==> src/rtl/seg_disp_sel.sv <==
// rtl/seg_disp_sel.sv - 7-seg display source selector with timed peek override and tune-digit blinking
// Optional build macro: SEG_LEADZERO_EN adds leading-zero suppression to blank_mask.
module seg_disp_sel #(
    parameter int                 DIGITS     = 5,
    parameter int                 NSRC       = 4,
    parameter int                 SRC_W      = 2,
    parameter logic [8*SRC_W-1:0] SRC_MAP    = 16'h0F00,
    parameter int                 PEEK_SRC   = 1,
    parameter int                 HOLD_TICKS = 3000,
    parameter int                 BLINK_DIV  = 500,
    localparam int                TD_W       = (DIGITS > 1) ? $clog2(DIGITS) : 1,
    localparam int                WORD_W     = DIGITS * 4
) (
    input  logic                   clk,
    input  logic                   rst_n,
    input  logic [2:0]             sys_status,
    input  logic [NSRC*WORD_W-1:0] src_data,
    input  logic                   tick,
    input  logic                   peek_req,
    input  logic                   tune_active,
    input  logic [TD_W-1:0]        tune_digit,
    output logic [WORD_W-1:0]      seg_data,
    output logic [DIGITS-1:0]      blank_mask,
    output logic [SRC_W-1:0]       src_sel,
    output logic                   peek_active
);

    localparam int HC_W = (HOLD_TICKS > 1) ? $clog2(HOLD_TICKS) : 1;
    localparam int BC_W = (BLINK_DIV > 1) ? $clog2(BLINK_DIV) : 1;
    localparam int NSEL = 2 ** SRC_W;
    localparam logic [HC_W-1:0]  HOLD_LOAD  = HC_W'(HOLD_TICKS - 1);
    localparam logic [BC_W-1:0]  BLINK_LAST = BC_W'(BLINK_DIV - 1);
    localparam logic [SRC_W-1:0] PEEK_SEL   = SRC_W'(PEEK_SRC);

    typedef enum logic {
        ST_IDLE,
        ST_PEEK
    } peek_state_t;

    peek_state_t       state_q, state_d;
    logic [HC_W-1:0]   hold_q, hold_d;
    logic [2:0]        status_q;
    logic [BC_W-1:0]   blink_cnt_q, blink_cnt_d;
    logic              blink_off_q, blink_off_d;
    logic              tune_active_q;
    logic [TD_W-1:0]   tune_digit_q;

    logic [SRC_W-1:0]  map_tbl [8];
    logic [WORD_W-1:0] src_word [NSEL];
    logic [SRC_W-1:0]  map_raw;
    logic [SRC_W-1:0]  map_sel;
    logic [SRC_W-1:0]  eff_sel;
    logic [WORD_W-1:0] sel_word;
    logic [DIGITS-1:0] edit_dig;
    logic [DIGITS-1:0] blink_mask;
    logic [DIGITS-1:0] lz_mask;

    for (genvar g = 0; g < 8; g++) begin : g_map
        assign map_tbl[g] = SRC_MAP[g*SRC_W +: SRC_W];
    end

    // Unused select codes read as an all-zero word so eff_sel can index freely.
    for (genvar g = 0; g < NSEL; g++) begin : g_src
        if (g < NSRC) begin : g_used
            assign src_word[g] = src_data[g*WORD_W +: WORD_W];
        end else begin : g_pad
            assign src_word[g] = '0;
        end
    end

    assign map_raw = map_tbl[sys_status];
    assign map_sel = (int'(map_raw) >= NSRC) ? '0 : map_raw;

    // Peek override: a status change wins over retrigger, retrigger wins over expiry.
    always_comb begin
        state_d = state_q;
        hold_d  = hold_q;
        case (state_q)
            ST_IDLE: begin
                if (peek_req && (map_sel == '0)) begin
                    state_d = ST_PEEK;
                    hold_d  = HOLD_LOAD;
                end
            end
            ST_PEEK: begin
                if (sys_status != status_q) begin
                    state_d = ST_IDLE;
                    hold_d  = '0;
                end else if (peek_req) begin
                    hold_d = HOLD_LOAD;
                end else if (tick) begin
                    if (hold_q == '0) begin
                        state_d = ST_IDLE;
                    end else begin
                        hold_d = hold_q - HC_W'(1);
                    end
                end
            end
            default: begin
                state_d = ST_IDLE;
                hold_d  = '0;
            end
        endcase
    end

    // Output registers follow the next peek state so seg_data and peek_active move together.
    assign eff_sel  = (state_d == ST_PEEK) ? PEEK_SEL : map_sel;
    assign sel_word = src_word[eff_sel];

    // A newly selected digit (or fresh edit) starts in the visible phase.
    always_comb begin
        blink_cnt_d = blink_cnt_q;
        blink_off_d = blink_off_q;
        if (!tune_active || !tune_active_q || (tune_digit != tune_digit_q)) begin
            blink_cnt_d = '0;
            blink_off_d = 1'b0;
        end else if (tick) begin
            if (blink_cnt_q == BLINK_LAST) begin
                blink_cnt_d = '0;
                blink_off_d = ~blink_off_q;
            end else begin
                blink_cnt_d = blink_cnt_q + BC_W'(1);
            end
        end
    end

    always_comb begin
        edit_dig   = '0;
        blink_mask = '0;
        for (int i = 0; i < DIGITS; i++) begin
            edit_dig[i]   = tune_active && (tune_digit == TD_W'(i));
            blink_mask[i] = edit_dig[i] && blink_off_d;
        end
    end

`ifdef SEG_LEADZERO_EN
    logic lz_run;

    // Walk down from the MS digit while digits stay zero; digit 0 always shows.
    always_comb begin
        lz_mask = '0;
        lz_run  = 1'b1;
        for (int i = DIGITS - 1; i >= 1; i--) begin
            lz_run     = lz_run && (sel_word[i*4 +: 4] == 4'd0);
            lz_mask[i] = lz_run && !edit_dig[i];
        end
    end
`else
    assign lz_mask = '0;
`endif

    always_ff @(posedge clk or negedge rst_n) begin
        if (!rst_n) begin
            state_q       <= ST_IDLE;
            hold_q        <= '0;
            status_q      <= '0;
            blink_cnt_q   <= '0;
            blink_off_q   <= 1'b0;
            tune_active_q <= 1'b0;
            tune_digit_q  <= '0;
            seg_data      <= '0;
            blank_mask    <= '0;
            src_sel       <= '0;
        end else begin
            state_q       <= state_d;
            hold_q        <= hold_d;
            status_q      <= sys_status;
            blink_cnt_q   <= blink_cnt_d;
            blink_off_q   <= blink_off_d;
            tune_active_q <= tune_active;
            tune_digit_q  <= tune_digit;
            seg_data      <= sel_word;
            blank_mask    <= blink_mask | lz_mask;
            src_sel       <= eff_sel;
        end
    end

    assign peek_active = (state_q == ST_PEEK);

endmodule
==> config.mk <==
export PLATFORM = sky130hd
export DESIGN_NAME = seg_disp_sel
export DESIGN_NICKNAME = d
export VERILOG_FILES = /design/src/rtl/seg_disp_sel.sv
export SDC_FILE = /design/constraint.sdc
export NUM_CORES = 1
export LEC_CHECK = 0
export BUFFER_PORTS_ARGS = -buffer_cell sky130_fd_sc_hd__buf_4
export CAP_MARGIN = 25
export CELL_PAD_IN_SITES_DETAIL_PLACEMENT = 2
export CELL_PAD_IN_SITES_GLOBAL_PLACEMENT = 2
export CORE_ASPECT_RATIO = 1.1
export CORE_MARGIN = 1.5
export CORE_UTILIZATION = 25
export DETAILED_ROUTE_END_ITERATION = 6
export GPL_ROUTABILITY_DRIVEN = 0
export HOLD_SLACK_MARGIN = 0.12
export PLACE_DENSITY_LB_ADDON = 0.1
export RECOVER_POWER = 25
export SLEW_MARGIN = 25
export SYNTH_ARGS = -nofsm -noshare
export SYNTH_HDL_FRONTEND = slang
export SYNTH_SLANG_ARGS = --single-unit
==> constraint.sdc <==
create_clock -name clk -period 1.8 [get_ports clk]
set_clock_uncertainty 0.05 [all_clocks]
set_input_delay 0.18 -clock clk [delete_from_list [all_inputs] [get_ports clk]]
set_output_delay 0.18 -clock clk [all_outputs]
set_load 0.005 [all_outputs]
==> impl_metrics.toml <==
[logic_synthesis]
syn-cell-area_sq_um = 2810
synth_warnings = 0
seq_area_frac_synth_pct = 50.7
synthArstFlopShare_pct = 100
yosys.area.top_type = "dfrtp_1"
syn_area_per_cell_sq_um = 10.9
synth_edf_count = 0
synth_nets = 352
yosys.area.top_type_share_pct = 50.7
synth_flop_cell = "dfrtp_1"
ys_seq_elements = 57
postSynthCellCount = 258
synthDistinctLibCells = 44
synth_area_leaders = "dfrtp_1, a2bb2oi_2, o22ai_1"

[die]
start_util_pct = 25.7
io_pins = 119
row_count = 40
die_h_microns = 114
die_area_sq_um = 11900
design.core.area_sq_um = 11000
die_w_microns = 104

[sta]
maxSlewHeadroom_pct = 48.3
worst_pin_slew_ns = 0.776
finalCriticalPeriod_ns = 2.12
setup_slack_ns = -0.318
maxSlewViolCount = 0
rsz0062_at_grt = "yes"
period_share_pct = 118
hold_violations = 0
setup_viol = 34
fmax_mhz = 472

[detailed_routing]
first_iter_violations = 112
ant_nets = 0
wire_per_inst_microns = 22.8
drc = 0
m1WireLength_mm = 5.42
vias = 3034
wl_met2_mm = 7.97
wl_mm = 14.1
vias_per_cell = 4.92
wl_met3_microns = 412
top_layer = "met4"
drtPass1Iterations = 4

[clock_tree]
clkTransAtPathRegs_ns = 0.06
clock_sinks = 57
cts.path.max_buffers = 2
cts_inserted_buffers = 9
cts_root_buffer = "clkbuf_16"
cts_tree = "yes"
clock_latency_ns = 0.34
htree_levels = 3

[cells_and_area]
drive_gt1_share_pct = 48.9
fillerInstances = 1083
final_cell_mix = "buf_4, dfrtp_1, dlygate4sd3_1"
nets = 559
fin_cells = 617
final_common_cell = "buf_4"
antennaDiodeCount = 0
area_growth_pct = 92.9

[grt]
antenna_found_initial = 0
grt.total_usage_pct = 22.5
grt_pass1_vias = 3521
grt_max_degree = 31
grt_pass1_wl_mm = 20.1
grt_overflow = 0

[job]
drv_cap = 0

[place]
place_ws_ns = -0.179
dp_hpwl_mm = 7.22
io_buffer_count = 98
dp.cells = 528

[power_and_ir_drop]
seqPwrFrac_pct = 26.6
pwr-share-comb_pct = 45.2
clockPowerShare_pct = 28.2
p_sw_mw = 2.34
p_sw_share_pct = 34.9
powerDensity_nw_per_um2 = 1240
peakVddDrop_v = 0.000603
internal_power_mw = 4.38
p_leak_nw = 2.35

[setup_path]
required_ns = 1.99
slowest_delay_ns = 0.41
crit_path_max_fanout = 8
cpMaxStageDelayCell = "dfrtp_1"
worst_setup_path_start_kind = "flip-flop"
cp.arrival_ns = 2.31
critPathCaptureType = "flip-flop"
crit_chain = "nor3_2, buf_4, nand4_1, o31a_1, o21bai_4, buf_12, a2bb2oi_2"
critPathKind = "reg2reg"

[hold_path]
hold_path.class = "in2reg"

[status]
status = "finished, violations left"
violations = "negative setup slack"
[flip-flops by register name, indices dropped and copies added, names as in the netlist]
name	cells
seg_data	20
hold_q	12
blink_cnt_q	9
blank_mask	5
status_q	3
tune_digit_q	3
src_sel	2
blink_off_q	1
peek_active	1
tune_active_q	1
[worst max-delay path: cells and delay by family, from the launching register on]
kind / cells / cell delay, ns
compound gates: 3 / 0.85
buf+inv: 2 / 0.35
flops: 1 / 0.41
simple gates: 2 / 0.36
[cell type report]
class                      count  area, sq um  area share (%)
sequential                    57         1430            26.3
clock inverter                 7         93.8            1.73
timing repair buffer         212         1840            33.9
multi-input combinational    175         1620            29.9
tap                          147          184            3.39
clock buffer                   9          225            4.15
inverter                      10         37.5           0.691
[final timing paths]
kind	from	to	slack [ns]	cells after the start
setup / recovery	hold_q[8]	seg_data[19]	-0.32	7
hold / removal	src_data[69]	seg_data[9]	0.13	3
setup reg to reg	hold_q[8]	seg_data[19]	-0.32	7
hold reg to reg	blink_cnt_q[8]	blink_cnt_q[8]	0.50	2
max in group asynchronous	rst_n	seg_data[10]	0.65	3
min in group asynchronous	rst_n	blink_cnt_q[6]	0.41	2
[kinds of logic after synthesis]
logic type / count (synthesis) / synth area share (%)
multiplexers: 1 / 0.356
AO/OA/AOI/OAI: 88 / 25.5
adder cells (fa/ha/maj): 3 / 1.33
AND/OR/NAND/NOR: 72 / 14.5
XOR/XNOR: 11 / 3.42
buffers and inverters: 26 / 4.18
flip-flops: 57 / 50.7
[Yosys cell counts, types with 5 or more instances]
cell and number:
dfrtp_1 57, o22ai_1 20, nor2_1 19, a2bb2oi_2 18, a21oi_1 17, nand2_1 12, nor3_1 11, clkbuf_1 10
o21ai_0 10, a31oi_1 9, inv_1 9, xor2_1 7, or3_1 6, nand4_1 5
[timing repair]
action	in CTS	in global routing
hold buffers	56	0
hold endpoints to repair	88	0
setup endpoints to repair	37	41
resized for setup	27	50
setup buffers	8	9
cloned	4	0
pin swaps	5	20
[per-layer routing]
layer	vias up	global-route usage (%)
li1	1394	-
met1	1560	24.3
met2	64	44.2
met3	16	4.44
met4	0	6.48
met5	-	0
[metrics by stage]
step	setup TNS [ns]	util (%)	cell area [sq um]	hold slack (ns)	power [mW]
after floorplan	-0.258	-	2840	-0.166	2.74
after global placement	-0.983	36.7	4020	0.0928	3.80
after detailed placement	-2.40	36.7	4020	0.0889	3.86
after CTS	-2.51	47.4	5190	0.120	6.26
after global routing	-8.73	49.5	5430	0.134	7.01
final	-6.43	49.5	5430	0.126	6.73
[power groups by stage]
stage	sequential [mW]	combinational (mW)	clock (mW)
final	1.79	3.04	1.90
after detailed placement	1.75	2.12	0
after global placement	1.73	2.06	0
after global routing	1.82	3.20	1.99
after CTS	1.75	2.60	1.90
after floorplan	1.76	0.975	0
Note: power is estimated with default switching activity, not from simulation.
